<file path="src/rtl/sdr_rx_pkg.sv">
// Shared definitions for the SDR receive path: alignment FSM states,
// beat packing order and the channel-count legality check.
package sdr_rx_pkg;

  // Alignment FSM states; LOCKED doubles as the `locked` status bit.
  typedef enum logic [0:0] {
    HUNT   = 1'b0,
    LOCKED = 1'b1
  } align_state_e;

  // Packing order inside one channel lane: I in the low half, Q above it.
  localparam int COMP_I       = 0;
  localparam int COMP_Q       = 1;
  localparam int COMPS_PER_CH = 2;
  localparam int MAX_NUM_CH   = 2;

  // Only one or two channels per frame group are supported.
  function automatic logic num_ch_legal(input int n);
    return (n >= 1) && (n <= MAX_NUM_CH);
  endfunction

endpackage

</file>
<file path="src/rtl/reset_sync_2ff.sv">
// Two-flop reset synchroniser: asserts asynchronously, releases on the
// second clock edge after the async reset falls. Output is active-low.
module reset_sync_2ff (
  input  logic clk,
  input  logic arst,
  output logic rst_n_out
);

  (* ASYNC_REG = "TRUE" *) logic [1:0] sync_q;
  logic [1:0] sync_d;

  // Shift a constant one through the chain after release.
  always_comb begin
    sync_d = {sync_q[0], 1'b1};
  end

  // Synchroniser flops; cleared immediately by the async reset.
  always_ff @(posedge clk or posedge arst) begin
    if (arst) begin
      sync_q <= 2'b00;
    end else begin
      sync_q <= sync_d;
    end
  end

  assign rst_n_out = sync_q[1];

endmodule

</file>
<file path="src/rtl/ad9361_rx_ingest.sv">
// AD9361 receive ingest: frame alignment, channel demux, sign extension
// and a single-entry AXI-Stream output register that drops new groups
// under backpressure. Optional macro RX_INGEST_STATS_EN enables the
// saturating drop / frame-error counters; otherwise they read as zero.
module ad9361_rx_ingest
  import sdr_rx_pkg::*;
#(
  parameter int SAMPLE_W = 12,
  parameter int OUT_W    = 16,
  parameter int NUM_CH   = 1,
  parameter int CNT_W    = 16
) (
  input  logic                         AD9361_CLK,
  input  logic                         rst_32d768M,
  output logic                         aresetn_out,
  input  logic                         in_valid,
  input  logic                         in_frame,
  input  logic [SAMPLE_W-1:0]          in_i,
  input  logic [SAMPLE_W-1:0]          in_q,
  output logic                         m_axis_tvalid,
  input  logic                         m_axis_tready,
  output logic [NUM_CH*2*OUT_W-1:0]    m_axis_tdata,
  output logic                         locked,
  output logic                         ovf_sticky,
  output logic [CNT_W-1:0]             ovf_cnt,
  output logic [CNT_W-1:0]             ferr_cnt
);

  localparam int          GRP_W    = NUM_CH * COMPS_PER_CH * OUT_W;
  localparam logic [0:0]  LAST_IDX = 1'(NUM_CH - 1);

  if (!num_ch_legal(NUM_CH)) begin : g_bad_num_ch
    $error("ad9361_rx_ingest: NUM_CH must be 1 or 2");
  end
  if (OUT_W < SAMPLE_W) begin : g_bad_out_w
    $error("ad9361_rx_ingest: OUT_W must be >= SAMPLE_W");
  end

  logic aresetn_s;
  logic arst_s;

  reset_sync_2ff u_rst_sync (
    .clk       (AD9361_CLK),
    .arst      (rst_32d768M),
    .rst_n_out (aresetn_s)
  );

  assign aresetn_out = aresetn_s;
  assign arst_s      = ~aresetn_s;

  align_state_e          state_q, state_d;
  logic [0:0]            idx_q, idx_d;
  logic [SAMPLE_W-1:0]   ch0_i_q, ch0_i_d, ch0_q_q, ch0_q_d;
  logic                  tvalid_q, tvalid_d;
  logic [GRP_W-1:0]      tdata_q, tdata_d;
  logic                  sticky_q, sticky_d;
  logic                  grp_done_s;
  logic                  load_s;
  logic                  drop_s;
  logic [GRP_W-1:0]      grp_s;
  logic [SAMPLE_W-1:0]   lane_i_s, lane_q_s;
`ifdef RX_INGEST_STATS_EN
  logic                  ferr_s;
`endif

  // Alignment FSM: track channel index, buffer ch0, flag completion/errors.
  always_comb begin
    state_d    = state_q;
    idx_d      = idx_q;
    ch0_i_d    = ch0_i_q;
    ch0_q_d    = ch0_q_q;
    grp_done_s = 1'b0;
`ifdef RX_INGEST_STATS_EN
    ferr_s     = 1'b0;
`endif
    if (in_valid) begin
      case (state_q)
        HUNT: begin
          if (in_frame) begin
            ch0_i_d    = in_i;
            ch0_q_d    = in_q;
            state_d    = LOCKED;
            idx_d      = LAST_IDX;
            grp_done_s = (LAST_IDX == 1'b0);
          end else begin
            state_d = HUNT;
            idx_d   = 1'b0;
          end
        end
        LOCKED: begin
          if (in_frame == (idx_q == 1'b0)) begin
            if (idx_q == LAST_IDX) begin
              grp_done_s = 1'b1;
              idx_d      = 1'b0;
            end else begin
              ch0_i_d = in_i;
              ch0_q_d = in_q;
              idx_d   = idx_q + 1'b1;
            end
          end else begin
`ifdef RX_INGEST_STATS_EN
            ferr_s = 1'b1;
`endif
            if (in_frame) begin
              // Start of a new frame mid-group: restart with this word as ch0.
              ch0_i_d = in_i;
              ch0_q_d = in_q;
              state_d = LOCKED;
              idx_d   = LAST_IDX;
            end else begin
              state_d = HUNT;
              idx_d   = 1'b0;
            end
          end
        end
        default: begin
          state_d = HUNT;
          idx_d   = 1'b0;
        end
      endcase
    end else begin
      state_d = state_q;
    end
  end

  // Assemble the sign-extended group; the last channel comes from the live word.
  always_comb begin
    grp_s    = '0;
    lane_i_s = '0;
    lane_q_s = '0;
    for (int c = 0; c < NUM_CH; c++) begin
      if (c == NUM_CH - 1) begin
        lane_i_s = in_i;
        lane_q_s = in_q;
      end else begin
        lane_i_s = ch0_i_q;
        lane_q_s = ch0_q_q;
      end
      grp_s[(COMPS_PER_CH*c + COMP_I)*OUT_W +: OUT_W] = OUT_W'($signed(lane_i_s));
      grp_s[(COMPS_PER_CH*c + COMP_Q)*OUT_W +: OUT_W] = OUT_W'($signed(lane_q_s));
    end
  end

  assign load_s = grp_done_s & (~tvalid_q | m_axis_tready);
  assign drop_s = grp_done_s & tvalid_q & ~m_axis_tready;

  // Output register: load when empty or draining, otherwise keep the held beat.
  always_comb begin
    tvalid_d = tvalid_q;
    tdata_d  = tdata_q;
    sticky_d = sticky_q | drop_s;
    if (load_s) begin
      tvalid_d = 1'b1;
      tdata_d  = grp_s;
    end else if (tvalid_q && m_axis_tready) begin
      tvalid_d = 1'b0;
    end else begin
      tvalid_d = tvalid_q;
    end
  end

  // State flops, held in reset until the synchronised reset releases.
  always_ff @(posedge AD9361_CLK or posedge arst_s) begin
    if (arst_s) begin
      state_q  <= HUNT;
      idx_q    <= 1'b0;
      ch0_i_q  <= '0;
      ch0_q_q  <= '0;
      tvalid_q <= 1'b0;
      tdata_q  <= '0;
      sticky_q <= 1'b0;
    end else begin
      state_q  <= state_d;
      idx_q    <= idx_d;
      ch0_i_q  <= ch0_i_d;
      ch0_q_q  <= ch0_q_d;
      tvalid_q <= tvalid_d;
      tdata_q  <= tdata_d;
      sticky_q <= sticky_d;
    end
  end

`ifdef RX_INGEST_STATS_EN
  localparam logic [CNT_W-1:0] CNT_MAX = {CNT_W{1'b1}};

  logic [CNT_W-1:0] ovf_cnt_q, ovf_cnt_d, ferr_cnt_q, ferr_cnt_d;

  // Saturating drop and frame-error counters.
  always_comb begin
    ovf_cnt_d  = ovf_cnt_q;
    ferr_cnt_d = ferr_cnt_q;
    if (drop_s && (ovf_cnt_q != CNT_MAX)) begin
      ovf_cnt_d = ovf_cnt_q + CNT_W'(1);
    end else begin
      ovf_cnt_d = ovf_cnt_q;
    end
    if (ferr_s && (ferr_cnt_q != CNT_MAX)) begin
      ferr_cnt_d = ferr_cnt_q + CNT_W'(1);
    end else begin
      ferr_cnt_d = ferr_cnt_q;
    end
  end

  // Counter flops.
  always_ff @(posedge AD9361_CLK or posedge arst_s) begin
    if (arst_s) begin
      ovf_cnt_q  <= '0;
      ferr_cnt_q <= '0;
    end else begin
      ovf_cnt_q  <= ovf_cnt_d;
      ferr_cnt_q <= ferr_cnt_d;
    end
  end

  assign ovf_cnt  = ovf_cnt_q;
  assign ferr_cnt = ferr_cnt_q;
`else
  assign ovf_cnt  = '0;
  assign ferr_cnt = '0;
`endif

  assign m_axis_tvalid = tvalid_q;
  assign m_axis_tdata  = tdata_q;
  assign ovf_sticky    = sticky_q;
  assign locked        = (state_q == LOCKED);

endmodule

</file>
<file path="config.mk">
export PLATFORM = sky130hd
export DESIGN_NAME = ad9361_rx_ingest
export DESIGN_NICKNAME = d
export VERILOG_FILES = /design/src/rtl/sdr_rx_pkg.sv /design/src/rtl/reset_sync_2ff.sv /design/src/rtl/ad9361_rx_ingest.sv
export SDC_FILE = /design/constraint.sdc
export NUM_CORES = 1
export LEC_CHECK = 0
export BUFFER_PORTS_ARGS = -buffer_cell sky130_fd_sc_hd__clkbuf_2
export CORE_MARGIN = 2
export CORE_UTILIZATION = 30
export DETAILED_ROUTE_END_ITERATION = 8
export SLEW_MARGIN = 5
export SYNTH_ARGS = -nofsm -noshare
export SYNTH_HDL_FRONTEND = slang
export SYNTH_SLANG_ARGS = --single-unit
</file>
<file path="constraint.sdc">
create_clock -name AD9361_CLK -period 2.64 [get_ports AD9361_CLK]
set_clock_uncertainty 0.15 [all_clocks]
set_input_delay 0.528 -clock AD9361_CLK [delete_from_list [all_inputs] [get_ports AD9361_CLK]]
set_output_delay 0.528 -clock AD9361_CLK [all_outputs]
set_load 0.03 [all_outputs]
</file>
==> impl_metrics.yaml <==
yosys:
  synth_seq_cells: 29
  synth_top_area_share_pct: 48.8
  avgSynthCellArea_sq_um: 14.0
  synth_compound_area_share_pct: 0.841
  synth_edf_count: 0
  synthArstFlopShare_pct: 100
  ys_top_cells_by_count: "40 x buf_4, 29 x dfrtp_1, 20 x mux2_4, 4 x mux2_2"
  synth_flop_cell: "dfrtp_1"
  synth-seq-area-share_pct: 48.8
  syn-cell-area_sq_um: 1490
  synth_mux_area_share_pct: 23.2
  synth_simple_gate_area_share_pct: 2.52
  yosys.area.top_type: "dfrtp_1"
  synthCells: 106
  synthAdderAreaFrac_pct: 0
  yosys.cell_types.count: 14
  yosys_warnings: 0
  yosys.area_share.xor_xnor_pct: 0
  yosysMostFrequentCell: "buf_4"
  ys_top_cells_by_area: "dfrtp_1 49%, buf_4 20%, mux2_4 20%"
  synth_top_family_by_area: "buffers and inverters"
power:
  max-vdd-ir-drop_uv: 314
  switching_share_pct: 37.8
  p_int_mw: 0.876
  p_total_mw: 1.41
  p_comb_share_pct: 35.9
  p_sw_mw: 0.533
  leakage_nw: 0.969
  p_per_area_nw_per_um2: 794
  share_seq_of_total_power_pct: 39.9
  clkPwrFrac_pct: 24.2
drt:
  drt_wl_total_mm: 2.46
  first_pass_iters: 2
  drt_iter0_drc: 16
  wl_per_cell_microns: 10.4
  via_per_inst: 3.59
  drtAntennaViolNets: 0
  routed-via-count: 848
  drc: 0
critical_path:
  cp_max_fo: 16
  worst-setup-path-type: "reg2reg"
  critPathBufInv: 1
  path_delay_family: "simple AND/OR/NAND/NOR gates"
  crit_chain: "nand2b_4, nor2b_4, buf_12, mux2_4"
  cpPeakStageDelay_ns: 0.41
  reg2reg_slack_ns: 0.99
  worstPathRequired_ns: 2.65
  worstRegToRegCells: 4
  slowest_stage: "dfrtp_1"
  rr_startpoint: "m_axis_tvalid$_DFFE_PN0P_"
  worstPathArrival_ns: 1.66
  r2r_end: "m_axis_tdata[0]$_DFFE_PN0P_"
  end_kind: "register"
  start_kind: "register"
die:
  dieHeight_microns: 74.4
  die-area_sq_um: 5540
  row_count: 25
  die_width_microns: 74.4
  io_pins: 97
  start_util_pct: 31.3
  core_region_area_sq_um: 4750
clock_tree:
  cts-root-buf: "clkbuf_8"
  cts_sinks: 29
  cts_buffer_depth: 2
  htreeDepth: 2
  post-cts-setup-buffers: 0
  cts_buffers: 5
  clk_pin_slew_ns: 0.06
  postCtsHoldBufs: 1
  cts_tree: "done"
  clk_latency_ns: 0.27
  cts_resized: 0
timing:
  period_share_pct: 62.5
  layout_min_cycle_time_ns: 1.65
  whs_ns: 0.117
  setup_violations: 0
  setup_slack_ns: 0.989
  drv_slew: 0
  max_freq_ghz: 0.606
  hold_viol: 0
  rsz0062_at_grt: "false"
  tns_ns: 0
global_route:
  grt_pass1_vias: 734
  grt_pass1_wl_mm: 3.57
  grt_usage_pct: 8.96
  antenna_found_initial: 0
  grt_max_degree: 28
  overflow: 0
min_path:
  min_path_type: "reg2async"
placed_design:
  pre_cts_ws_ns: 0.724
  numPortBuffers: 64
  dpl-instance-area_sq_um: 1680
  dp.cells: 227
  place.gp.congestion: 0.665
  hpwl_mm: 1.86
finish:
  multi_input_area_sq_um: 519
  syn2layout_area_growth_pct: 19.3
  nFillCells: 484
  drive_gt1_share_pct: 58.0
  nets: 197
  final_util_pct: 37.3
  final_cells: 236
  seq_area_sq_um: 726
  design_area_sq_um: 1770
  antenna_cells: 0
run_status:
  outcome: "complete, no violations"
flow_run:
  cap_violations: 0
[logic make-up after synthesis]
kind of cell           after synthesis
AO/OA/AOI/OAI                        2
buffers and inverters               45
flip-flops                          29
multiplexers                        24
other                                2
AND/OR/NAND/NOR                      4
[state kept, by name, summed over array words and instances, names as in the netlist]
| register | cells |
|---|---|
| m_axis_tvalid | 1 |
| locked | 1 |
| u_rst_sync.sync_q | 2 |
| m_axis_tdata | 24 |
| ovf_sticky | 1 |
[layout by cell type (no fill, tap or decap), drive strengths merged]
| cell | n |
|---|---|
| dlygate4sd3 | 1 |
| conb | 33 |
| buf | 2 |
| nor2b | 1 |
| mux2 | 24 |
| clkbuf | 72 |
| dfrtp | 29 |
| nand2b | 1 |
| o21ai | 1 |
| nand2 | 2 |
| o21bai | 1 |
| inv | 2 |
[layout make-up]
| cell class | count | area share, % |
|---|---|---|
| clock buffers | 8 | 4.51 |
| inverters | 2 | 0.423 |
| repair buffers | 67 | 20.2 |
| flip-flops and latches | 29 | 40.9 |
| multi-input cells | 63 | 29.3 |
| well taps | 67 | 4.72 |
[power by group through the flow]
stage               clock [mW]  combinational (mW)  sequential [mW]
floorplan                    0               0.297            0.719
global placement             0               0.505            0.571
detailed placement           0               0.508            0.571
CTS                      0.361               0.511            0.564
global route             0.385               0.536            0.572
finish                   0.341               0.506            0.562
[per-layer routing]
| metal | GRT usage, % | share of wire [%] | vias to the layer above |
|---|---|---|---|
| li1 | - | - | 388 |
| met1 | 10.5 | 40 | 395 |
| met2 | 14.0 | 48 | 59 |
| met3 | 4.47 | 11 | 6 |
| met4 | 3.57 | 1.5 | 0 |
| met5 | 0 | 0 | - |
[worst max path at each step]
stage                                         from                            to  slack, ns  cells past startpoint
floorplan           u_rst_sync.sync_q[1]$_DFF_PP0_                   aresetn_out       0.91                      0
global placement                     m_axis_tready   m_axis_tdata[7]$_DFFE_PN0P_       0.74                      5
detailed placement                   m_axis_tready   m_axis_tdata[5]$_DFFE_PN0P_       0.72                      5
CTS                      m_axis_tvalid$_DFFE_PN0P_  m_axis_tdata[22]$_DFFE_PN0P_       0.96                      4
global route             m_axis_tvalid$_DFFE_PN0P_  m_axis_tdata[22]$_DFFE_PN0P_       0.91                      4
finish                   m_axis_tvalid$_DFFE_PN0P_   m_axis_tdata[0]$_DFFE_PN0P_       0.99                      4
No activity file was read; power rests on OpenSTA's default activity.
